[src/rtl/fdc_seek_ctrl.sv]
// Floppy disk controller seek sequencer: motor spin-up, head stepping,
// settle timing, optional track verify against the sector header, and
// idle motor shut-off counted in index pulses.
module fdc_seek_ctrl #(
  parameter int SYS_CLK       = 8000000,
  parameter int STEP_CLKS     = 48000,
  parameter int PULSE_CLKS    = 32,
  parameter int SETTLE_CLKS   = 120000,
  parameter int TRACKS        = 85,
  parameter int SPINUP_IDX    = 6,
  parameter int TIMEOUT_IDX   = 5,
  parameter int MOTOR_OFF_IDX = 10,
  parameter int RESTORE_MAX   = 90
) (
  input  logic       clk,
  input  logic       reset,
  input  logic       cmd_start,
  input  logic [1:0] cmd_op,
  input  logic       cmd_verify,
  input  logic [6:0] cmd_track,
  output logic       busy,
  output logic       done,
  output logic       error,
  output logic [6:0] cur_track,
  output logic       select,
  output logic       motor_on,
  output logic       step_in,
  output logic       step_out,
  input  logic       ready,
  input  logic       index,
  input  logic       track0,
  input  logic       sector_hdr,
  input  logic [6:0] drive_track
);

  // state   | meaning
  // IDLE    | waiting for cmd_start, counting idle index pulses for motor off
  // SPINUP  | motor just started, waiting SPINUP_IDX index pulses
  // STEP_HI | step pulse asserted for PULSE_CLKS cycles
  // STEP_LO | remainder of the step period
  // SETTLE  | head settle time after last (or no) step
  // VERIFY  | waiting for a sector header or index timeout
  // FINISH  | publish result, pulse done
  localparam logic [2:0] S_IDLE    = 3'd0;
  localparam logic [2:0] S_SPINUP  = 3'd1;
  localparam logic [2:0] S_STEP_HI = 3'd2;
  localparam logic [2:0] S_STEP_LO = 3'd3;
  localparam logic [2:0] S_SETTLE  = 3'd4;
  localparam logic [2:0] S_VERIFY  = 3'd5;
  localparam logic [2:0] S_FINISH  = 3'd6;

  localparam logic [1:0] OP_RESTORE  = 2'd0;
  localparam logic [1:0] OP_SEEK     = 2'd1;
  localparam logic [1:0] OP_STEP_IN  = 2'd2;
  localparam logic [1:0] OP_STEP_OUT = 2'd3;

  localparam logic [1:0] DEC_SETTLE = 2'd0;
  localparam logic [1:0] DEC_IN     = 2'd1;
  localparam logic [1:0] DEC_OUT    = 2'd2;
  localparam logic [1:0] DEC_FAIL   = 2'd3;

  // Elaboration-time sanity check on the timing parameters.
  if (SYS_CLK <= 0 || PULSE_CLKS < 1 || STEP_CLKS <= PULSE_CLKS || SETTLE_CLKS < 1)
  begin : g_bad_params
    $error("fdc_seek_ctrl: inconsistent timing parameters");
  end

  logic [2:0]  state_q, state_d;
  logic [1:0]  op_q, op_d;
  logic        verify_q, verify_d;
  logic [6:0]  trk_q, trk_d;
  logic        busy_q, busy_d;
  logic        done_q, done_d;
  logic        error_q, error_d;
  logic        res_err_q, res_err_d;
  logic [6:0]  cur_track_q, cur_track_d;
  logic        motor_on_q, motor_on_d;
  logic        select_q, select_d;
  logic        step_in_q, step_in_d;
  logic        step_out_q, step_out_d;
  logic        dir_in_q, dir_in_d;
  logic        index_prev_q, index_prev_d;
  logic [31:0] tmr_q, tmr_d;
  logic [7:0]  idx_cnt_q, idx_cnt_d;
  logic [7:0]  idle_cnt_q, idle_cnt_d;
  logic [6:0]  step_cnt_q, step_cnt_d;

  logic        idx_evt;
  logic        apply_dec;
  logic [1:0]  op_sel;
  logic [6:0]  trk_sel;
  logic [6:0]  cnt_sel;
  logic [1:0]  dec;
  logic        dec_zero;

  assign idx_evt = index_prev_q & ~index;

  // Step decision; in IDLE it looks at the raw command so a command with the
  // motor already running can start stepping on the very next cycle.
  always_comb begin
    op_sel   = (state_q == S_IDLE) ? cmd_op    : op_q;
    trk_sel  = (state_q == S_IDLE) ? cmd_track : trk_q;
    cnt_sel  = (state_q == S_IDLE) ? 7'd0      : step_cnt_q;
    dec      = DEC_SETTLE;
    dec_zero = 1'b0;
    case (op_sel)
      OP_RESTORE: begin
        if (track0)                          dec_zero = 1'b1;
        else if (cnt_sel >= 7'(RESTORE_MAX)) dec      = DEC_FAIL;
        else                                 dec      = DEC_IN;
      end
      OP_SEEK: begin
        if (trk_sel >= 7'(TRACKS))     dec = DEC_FAIL;
        else if (trk_sel < cur_track_q) dec = DEC_IN;
        else if (trk_sel > cur_track_q) dec = DEC_OUT;
      end
      OP_STEP_IN: begin
        if (cnt_sel == 7'd0) begin
          if (track0) dec_zero = 1'b1;
          else        dec      = DEC_IN;
        end
      end
      default: begin
        if (cnt_sel == 7'd0 && cur_track_q != 7'(TRACKS - 1)) dec = DEC_OUT;
      end
    endcase
  end

  // Next-state and datapath updates for the sequencer.
  always_comb begin
    state_d      = state_q;
    op_d         = op_q;
    verify_d     = verify_q;
    trk_d        = trk_q;
    busy_d       = busy_q;
    done_d       = 1'b0;
    error_d      = error_q;
    res_err_d    = res_err_q;
    cur_track_d  = cur_track_q;
    motor_on_d   = motor_on_q;
    dir_in_d     = dir_in_q;
    index_prev_d = index;
    tmr_d        = tmr_q;
    idx_cnt_d    = idx_cnt_q;
    idle_cnt_d   = idle_cnt_q;
    step_cnt_d   = step_cnt_q;
    apply_dec    = 1'b0;

    case (state_q)
      S_IDLE: begin
        if (idx_evt && motor_on_q) begin
          if (idle_cnt_q >= 8'(MOTOR_OFF_IDX - 1)) begin
            motor_on_d = 1'b0;
            idle_cnt_d = 8'd0;
          end else begin
            idle_cnt_d = idle_cnt_q + 8'd1;
          end
        end
        if (cmd_start) begin
          op_d       = cmd_op;
          verify_d   = cmd_verify;
          trk_d      = cmd_track;
          busy_d     = 1'b1;
          motor_on_d = 1'b1;
          error_d    = 1'b0;
          res_err_d  = 1'b0;
          step_cnt_d = 7'd0;
          idle_cnt_d = 8'd0;
          if (motor_on_q) begin
            apply_dec = 1'b1;
          end else begin
            state_d   = S_SPINUP;
            idx_cnt_d = 8'(SPINUP_IDX);
          end
        end
      end
      S_SPINUP: begin
        if (idx_cnt_q == 8'd0)  apply_dec = 1'b1;
        else if (idx_evt)       idx_cnt_d = idx_cnt_q - 8'd1;
      end
      S_STEP_HI: begin
        if (tmr_q == 32'd0) begin
          if (dir_in_q) cur_track_d = (cur_track_q == 7'd0) ? 7'd0 : cur_track_q - 7'd1;
          else          cur_track_d = cur_track_q + 7'd1;
          step_cnt_d = step_cnt_q + 7'd1;
          tmr_d      = 32'(STEP_CLKS - PULSE_CLKS - 1);
          state_d    = S_STEP_LO;
        end else begin
          tmr_d = tmr_q - 32'd1;
        end
      end
      S_STEP_LO: begin
        if (tmr_q == 32'd0) apply_dec = 1'b1;
        else                tmr_d     = tmr_q - 32'd1;
      end
      S_SETTLE: begin
        if (tmr_q == 32'd0) begin
          // Step-in/step-out never verify; op[1] marks those two commands.
          if (verify_q && !op_q[1]) begin
            state_d   = S_VERIFY;
            idx_cnt_d = 8'(TIMEOUT_IDX);
          end else begin
            state_d = S_FINISH;
          end
        end else begin
          tmr_d = tmr_q - 32'd1;
        end
      end
      S_VERIFY: begin
        if (ready && sector_hdr) begin
          res_err_d = (drive_track != cur_track_q);
          state_d   = S_FINISH;
        end else if (idx_evt) begin
          if (idx_cnt_q <= 8'd1) begin
            res_err_d = 1'b1;
            state_d   = S_FINISH;
          end else begin
            idx_cnt_d = idx_cnt_q - 8'd1;
          end
        end
      end
      S_FINISH: begin
        done_d  = 1'b1;
        busy_d  = 1'b0;
        error_d = res_err_q;
        state_d = S_IDLE;
      end
      default: state_d = S_IDLE;
    endcase

    if (apply_dec) begin
      case (dec)
        DEC_IN: begin
          state_d  = S_STEP_HI;
          dir_in_d = 1'b1;
          tmr_d    = 32'(PULSE_CLKS - 1);
        end
        DEC_OUT: begin
          state_d  = S_STEP_HI;
          dir_in_d = 1'b0;
          tmr_d    = 32'(PULSE_CLKS - 1);
        end
        DEC_FAIL: begin
          res_err_d = 1'b1;
          state_d   = S_FINISH;
        end
        default: begin
          if (dec_zero) cur_track_d = 7'd0;
          tmr_d   = 32'(SETTLE_CLKS - 1);
          state_d = S_SETTLE;
        end
      endcase
    end
  end

  // Output flops decoded from next state so pulses are glitch-free and
  // drop immediately with the asynchronous reset.
  always_comb begin
    step_in_d  = (state_d == S_STEP_HI) &&  dir_in_d;
    step_out_d = (state_d == S_STEP_HI) && !dir_in_d;
    select_d   = motor_on_d | busy_d;
  end

  // State and datapath registers.
  always_ff @(posedge clk or posedge reset) begin
    if (reset) begin
      state_q      <= S_IDLE;
      op_q         <= 2'd0;
      verify_q     <= 1'b0;
      trk_q        <= 7'd0;
      busy_q       <= 1'b0;
      done_q       <= 1'b0;
      error_q      <= 1'b0;
      res_err_q    <= 1'b0;
      cur_track_q  <= 7'd0;
      motor_on_q   <= 1'b0;
      select_q     <= 1'b0;
      step_in_q    <= 1'b0;
      step_out_q   <= 1'b0;
      dir_in_q     <= 1'b0;
      index_prev_q <= 1'b0;
      tmr_q        <= 32'd0;
      idx_cnt_q    <= 8'd0;
      idle_cnt_q   <= 8'd0;
      step_cnt_q   <= 7'd0;
    end else begin
      state_q      <= state_d;
      op_q         <= op_d;
      verify_q     <= verify_d;
      trk_q        <= trk_d;
      busy_q       <= busy_d;
      done_q       <= done_d;
      error_q      <= error_d;
      res_err_q    <= res_err_d;
      cur_track_q  <= cur_track_d;
      motor_on_q   <= motor_on_d;
      select_q     <= select_d;
      step_in_q    <= step_in_d;
      step_out_q   <= step_out_d;
      dir_in_q     <= dir_in_d;
      index_prev_q <= index_prev_d;
      tmr_q        <= tmr_d;
      idx_cnt_q    <= idx_cnt_d;
      idle_cnt_q   <= idle_cnt_d;
      step_cnt_q   <= step_cnt_d;
    end
  end

  assign busy      = busy_q;
  assign done      = done_q;
  assign error     = error_q;
  assign cur_track = cur_track_q;
  assign select    = select_q;
  assign motor_on  = motor_on_q;
  assign step_in   = step_in_q;
  assign step_out  = step_out_q;

endmodule

[config.mk]
export PLATFORM = sky130hd
export DESIGN_NAME = fdc_seek_ctrl
export DESIGN_NICKNAME = d
export VERILOG_FILES = /design/src/rtl/fdc_seek_ctrl.sv
export SDC_FILE = /design/constraint.sdc
export NUM_CORES = 1
export LEC_CHECK = 0
export CAP_MARGIN = 40
export CORE_ASPECT_RATIO = 0.5
export CORE_UTILIZATION = 52
export CTS_BUF_LIST = sky130_fd_sc_hd__clkbuf_4 sky130_fd_sc_hd__clkbuf_8 sky130_fd_sc_hd__clkbuf_16
export DETAILED_ROUTE_END_ITERATION = 7
export PLACE_DENSITY_LB_ADDON = 0.15
export SETUP_SLACK_MARGIN = 0.4
export SLEW_MARGIN = 20
export SYNTH_ARGS = -nofsm -noshare
export SYNTH_HDL_FRONTEND = slang
export SYNTH_SLANG_ARGS = --single-unit
[constraint.sdc]
create_clock -name clk -period 3.1 [get_ports clk]
set_input_delay 0.31 -clock clk [delete_from_list [all_inputs] [get_ports clk]]
set_output_delay 0.31 -clock clk [all_outputs]
set_load 0.05 [all_outputs]
Yosys cells after proc, flatten, opt, wreduce, memory -nomap -nowiden --
Index checks and enable logic that the tools add are counted.
Word-level totals: register bits after elaboration 85, word-level logic and storage cells 162
Cells by class: $add $sub $neg 6, order comparisons 6, equal/unequal tests 24, muxes and demuxes 77, bitwise operators 3, reduce and logical (&&, ||, !) cells 27
Operators by type and width (number):
- case mux 32 bit (2 select lines) | 2
- two-way mux 32 bit | 3
- two-way mux 8 bit | 12
- two-way mux 7 bit | 11
- zero test 32 bit | 1
- case mux 8 bit (4 select lines) | 1
- subtractor 32 x 1 -> 32 bit (second input constant) | 1
- two-way mux 3 bit | 8
- two-way mux 1 bit | 22
- inequality test 2 bit (second input constant) | 10
- two-way mux 2 bit | 8
- case mux 3 bit (5 select lines) | 1
- adder 7 x 1 -> 7 bit (second input constant) | 2
- greater-or-equal comparator 7 bit (second input constant) | 2
- zero test 7 bit | 2
- case mux 7 bit (2 select lines) | 1
- case mux 1 bit (2 select lines) | 5
- AND reduction 10 bit | 1
- equality test 3 x 2 -> 1 bit (second input constant) | 3
- equality test 3 bit (second input constant) | 3
- adder 8 x 1 -> 8 bit (second input constant) | 1
- greater-or-equal comparator 8 x 4 -> 1 bit (second input constant) | 1
- less-or-equal comparator 8 x 1 -> 1 bit (second input constant) | 1
- zero test 8 bit | 1
- 25 further kinds | 40

Logic depth before layout (Yosys ltp) --
depth in word-level cells 13, gate-level depth with buffers 19, gate-level depth less buffers 15

Worst setup path before layout --
No wires, ideal clock.
path kind reg-to-reg, start register state_q[2], end register tmr_q[14], setup time 0.137 ns, arrival 3.156 ns, required time 2.963 ns, slack -0.193 ns, stages on the path, launching flop included 20, buffers on the path 4, period minus slack after synthesis 3.293 ns, cells stage by stage dfrtp_1 buf_2 nor3_1 buf_2 buf_1 nand2_1 nand2_1 ha_1 nand3_1 o21bai_1 a221o_1 nand2_1 a21oi_1 nor2_1 inv_1 ha_1 nand2b_1 clkbuf_1 a21oi_1 a31oi_1
Between the ends: word-level cells in the longest chain between the ends 11, elaborated cells on any way between the ends 34
RTL lines:
- from (decl) | line 68 | logic [2:0] state_q, state_d;
- from (signal assigned) | line 287 | state_q <= state_d;
- zero test 3 bit
- two-way mux 7 bit | line 102 | trk_sel = (state_q == S_IDLE) ? cmd_track : trk_q;
- > comparator 7 bit | line 115 | else if (trk_sel > cur_track_q) dec = DEC_OUT;
- two-way mux 2 bit | line 115
- two-way mux 2 bit | line 114 | else if (trk_sel < cur_track_q) dec = DEC_IN;
- two-way mux 2 bit | line 113 | if (trk_sel >= 7'(TRACKS)) dec = DEC_FAIL;
- case mux 2 bit (3 select lines) | line 106 | case (op_sel)
- equality test 2 bit / equality test 2 x 1 -> 1 bit (equally long branches) | line 232 | case (dec)
- OR reduction 2 bit (no line)
- case mux 32 bit (2 select lines) | line 232
- two-way mux 32 bit (*) | line 231 | if (apply_dec) begin
- named net tmr_d[14] | line 83 | logic [31:0] tmr_q, tmr_d;
- to (signal assigned) | line 302 | tmr_q <= tmr_d;
- to (decl) | line 83
Mark *: on every way through the listed nets, which the timed path passes. The rest lies on a longest branch. A chain may end at the register's enable or synchronous reset.

Final worst setup path --
start register state_q[2], end register tmr_q[31]
The elaborated chain is that of the path after synthesis.

==> flow_metrics.py <==
metrics = {
    "setup_path": {
        "required_ns": 3.33,
        "r2r_start": "state_q[2]$_DFF_PP0_",
        "cp_max_fo": 10,
        "critical_path.startpoint_type": "flop",
        "arrival_ns": 3.35,
        "crit_path_start": "state_q[2]$_DFF_PP0_",
        "crit_type": "flop to flop",
        "worstSetupEndpointType": "flop",
    },
    "global_route": {
        "antenna_found_initial": 0,
        "grt_first_pass_wirelength_um": 24370,
        "grt.overflow.total": 0,
        "grt_use_total_pct": 28.70,
        "grt_max_degree": 50,
        "grt_pass1_vias": 4886,
    },
    "die": {
        "dieArea_mm2": 0.01090,
        "pin_count": 38,
        "coreArea_mm2": 0.009791,
        "die_h_um": 74.33,
        "initial_core_util_pct": 55.57,
        "die-width_um": 146.7,
        "num_rows": 25,
    },
    "timing": {
        "finalSetupViolCount": 21,
        "slew_violations": 0,
        "hold_ws_ns": 0.3776,
        "setup_ws_ns": -0.02546,
        "fmax_mhz": 320.0,
        "slew_headroom_pct": 50.01,
        "finalCritPeriodShare_pct": 100.8,
        "clock_skew_ns": 0.007945,
        "period_needed_ns": 3.125,
        "final-hold-violation-count": 0,
        "tightest_slew_ns": 0.7429,
        "grt_setup_unrepaired": "true",
    },
    "clock_network": {
        "cts_tree": "built",
        "htreeDepth": 3,
        "clk_pin_slew_worst_paths_ns": 0.07,
        "clk_latency_ns": 0.34,
        "cts_root_buffer": "clkbuf_16",
        "cts_buffer_depth": 2,
        "clock_sinks": 85,
        "numCtsBuffers": 9,
    },
    "logic_synthesis": {
        "syn_nets": 702,
        "synth-edff-count": 0,
        "synth_cell_types": 68,
        "yosys-top-cells-count": "nand2_1, dfrtp_1, nor2_1",
        "yosysTopAreaCellShare_pct": 39.10,
        "ys_ff_latch": 85,
        "async_reset_ff_share_pct": 100.0,
        "ys_warn_count": 0,
        "yosysSeqAreaShare_pct": 39.10,
        "syn_area_per_cell_um2": 8.255,
        "synth_most_common_cell": "nand2_1",
        "ys.flop_type": "dfrtp_1",
        "synth.area.top_cells": "dfrtp_1, nand2_1, a21oi_1",
        "synth_top_cell_by_area": "dfrtp_1",
        "synthCells": 659,
        "syn_area_mm2": 0.005440,
    },
    "placement": {
        "dpl.hpwl_um": 10420,
        "place.port_buffers": 37,
        "gp_congestion": 0.9270,
    },
    "finish": {
        "area_growth_syn_to_layout_pct": 31.03,
        "multiInputGateArea_mm2": 0.003500,
        "fillers": 710,
        "seqCellArea_mm2": 0.002130,
        "fin_util_pct": 72.81,
        "antennaDiodeCount": 0,
        "finalNetCount": 776,
        "layout-drive-gt1-share_pct": 21.95,
    },
    "route": {
        "via_per_inst": 6.262,
        "vias": 5467,
        "final_antenna_net_count": 0,
        "dr.pass1.iters": 5,
        "wl_per_cell_um": 17.91,
        "drtIter0Drc": 522,
        "routed_wl_um": 15640,
        "drcViolationCount": 0,
    },
    "status": {
        "violations": "setup timing",
        "run_status": "finished with violations",
    },
    "power": {
        "p_leak_nw": 2.988,
        "peakVddDrop_mv": 0.4384,
        "p_per_area_mw_per_mm2": 897.5,
    },
    "min_path": {
        "hp-class": "input port to asynchronous set/reset pin",
    },
    "job": {
        "maxCapViolations": 0,
    },
}
==> stage by stage <==
step | setup TNS, ns | cells | power (mW) | setup slack (ns) | instance area [µm²]
6_report | -0.3222 | 873 | 6.397 | -0.02546 | 7128
2_1_floorplan | 0 | 659 | 3.616 | 0.1557 | 5568
3_3_place_gp | 0 | 842 | 4.402 | 0.007747 | 6296
3_5_place_dp | -1.599 | 842 | 4.462 | -0.08923 | 6296
5_1_grt | -3.522 | 873 | 6.761 | -0.1374 | 7128
4_1_cts | 0 | 868 | 5.950 | 0.01516 | 6868
==> logic make-up (layout without fill, tap and decap cells) <==
logic type               Yosys count  count (layout)  share of synthesized area [%]
adder cells (fa/ha/maj)           19              19                          4.370
buffers and inverters             54             133                          3.933
AO/OA/AOI/OAI                    181             181                          21.21
XOR/XNOR                          12              12                          1.932
multiplexers                       7               7                          1.357
AND/OR/NAND/NOR                  301             301                          28.10
flip-flops                        85              85                          39.10
==> registers in the layout, summed over array words and instances, names as in the netlist, 2 cells and up <==
register and flops:
tmr_q 32, idle_cnt_q 8, idx_cnt_q 8, cur_track 7
step_cnt_q 7, trk_q 7, state_q 3, op_q 2
==> area by class of cell <==
type | count | share of cell area [%]
timing repair buffer | 94 | 12.69
clock inverter | 5 | 1.159
clock buffer | 11 | 3.546
multi-input combinational | 520 | 49.10
tap | 135 | 2.370
sequential | 85 | 29.88
inverter | 23 | 1.264
==> cell usage in the layout, fill, tap and decap left out, types with 6 or more instances in the layout <==
| cell type | n |
|---|---|
| a211oi_1 | 6 |
| o21ai_0 | 37 |
| a21oi_2 | 8 |
| clkdlybuf4s50_1 | 37 |
| nand2_2 | 11 |
| xor2_1 | 10 |
| nand4_1 | 10 |
| inv_1 | 18 |
| or3_1 | 9 |
| nor4_1 | 16 |
| o31ai_1 | 8 |
| nor3_1 | 24 |
| buf_4 | 42 |
| nand3_1 | 13 |
| or4_1 | 7 |
| dfrtp_1 | 83 |
| nor2_1 | 56 |
| ha_1 | 12 |
| a21oi_1 | 45 |
| a31oi_1 | 9 |
| nand3b_1 | 6 |
| buf_6 | 11 |
| nand2b_1 | 11 |
| clkbuf_16 | 9 |
| ha_4 | 7 |
| nand2_1 | 83 |
| nor2b_1 | 6 |
==> timing repair <==
item	CTS	global route
hold buffers	0	0
pin swaps	9	10
setup endpoints to repair	47	58
cloned	2	0
resized for setup	36	49
buffers inserted	8	5
==> worst paths after layout <==
path                            cells past startpoint  slack [ns]                  endpoint
worst max-delay path                               17       -0.03       tmr_q[31]$_DFF_PP0_
worst min-delay path                                2        0.38       tmr_q[26]$_DFF_PP0_
worst max register to register                     17       -0.03       tmr_q[31]$_DFF_PP0_
worst min register to register                      1        0.49  idx_cnt_q[7]$_DFFE_PP0P_
max in group asynchronous                           3        2.00    cur_track[3]$_DFF_PP0_
min in group clk                                    1        0.43    index_prev_q$_DFF_PP0_
==> power by group <==
group / leakage (nW) / switching, mW / internal [mW]
sequential: 1.06 / 0.368 / 1.40
combinational: 1.77 / 1.95 / 1.46
clock: 0.166 / 0.462 / 0.752
total: 2.99 / 2.78 / 3.61
==> critical path, cell delays in order (launching register included) <==
cell and delay (ns):
dfrtp_1 0.39, or3_4 0.45, nand2_1 0.10, nand2_2 0.07
ha_4 0.28, nor2b_4 0.16, o21bai_4 0.06, a221o_1 0.35
nand2_2 0.09, a21oi_2 0.05, nor2_2 0.11, buf_4 0.13
inv_4 0.04, ha_4 0.17, a21oi_4 0.23, buf_6 0.15
buf_16 0.12, a21oi_1 0.04
==> layer usage <==
metal	vias to the layer above	share of wire (%)	GRT usage (%)
li1	2560	-	-
met1	2650	48	41.31
met2	236	44	44.87
met3	21	6.7	5.092
met4	0	1.2	7.986
met5	-	0	0
(Power assumes the default switching activity.)
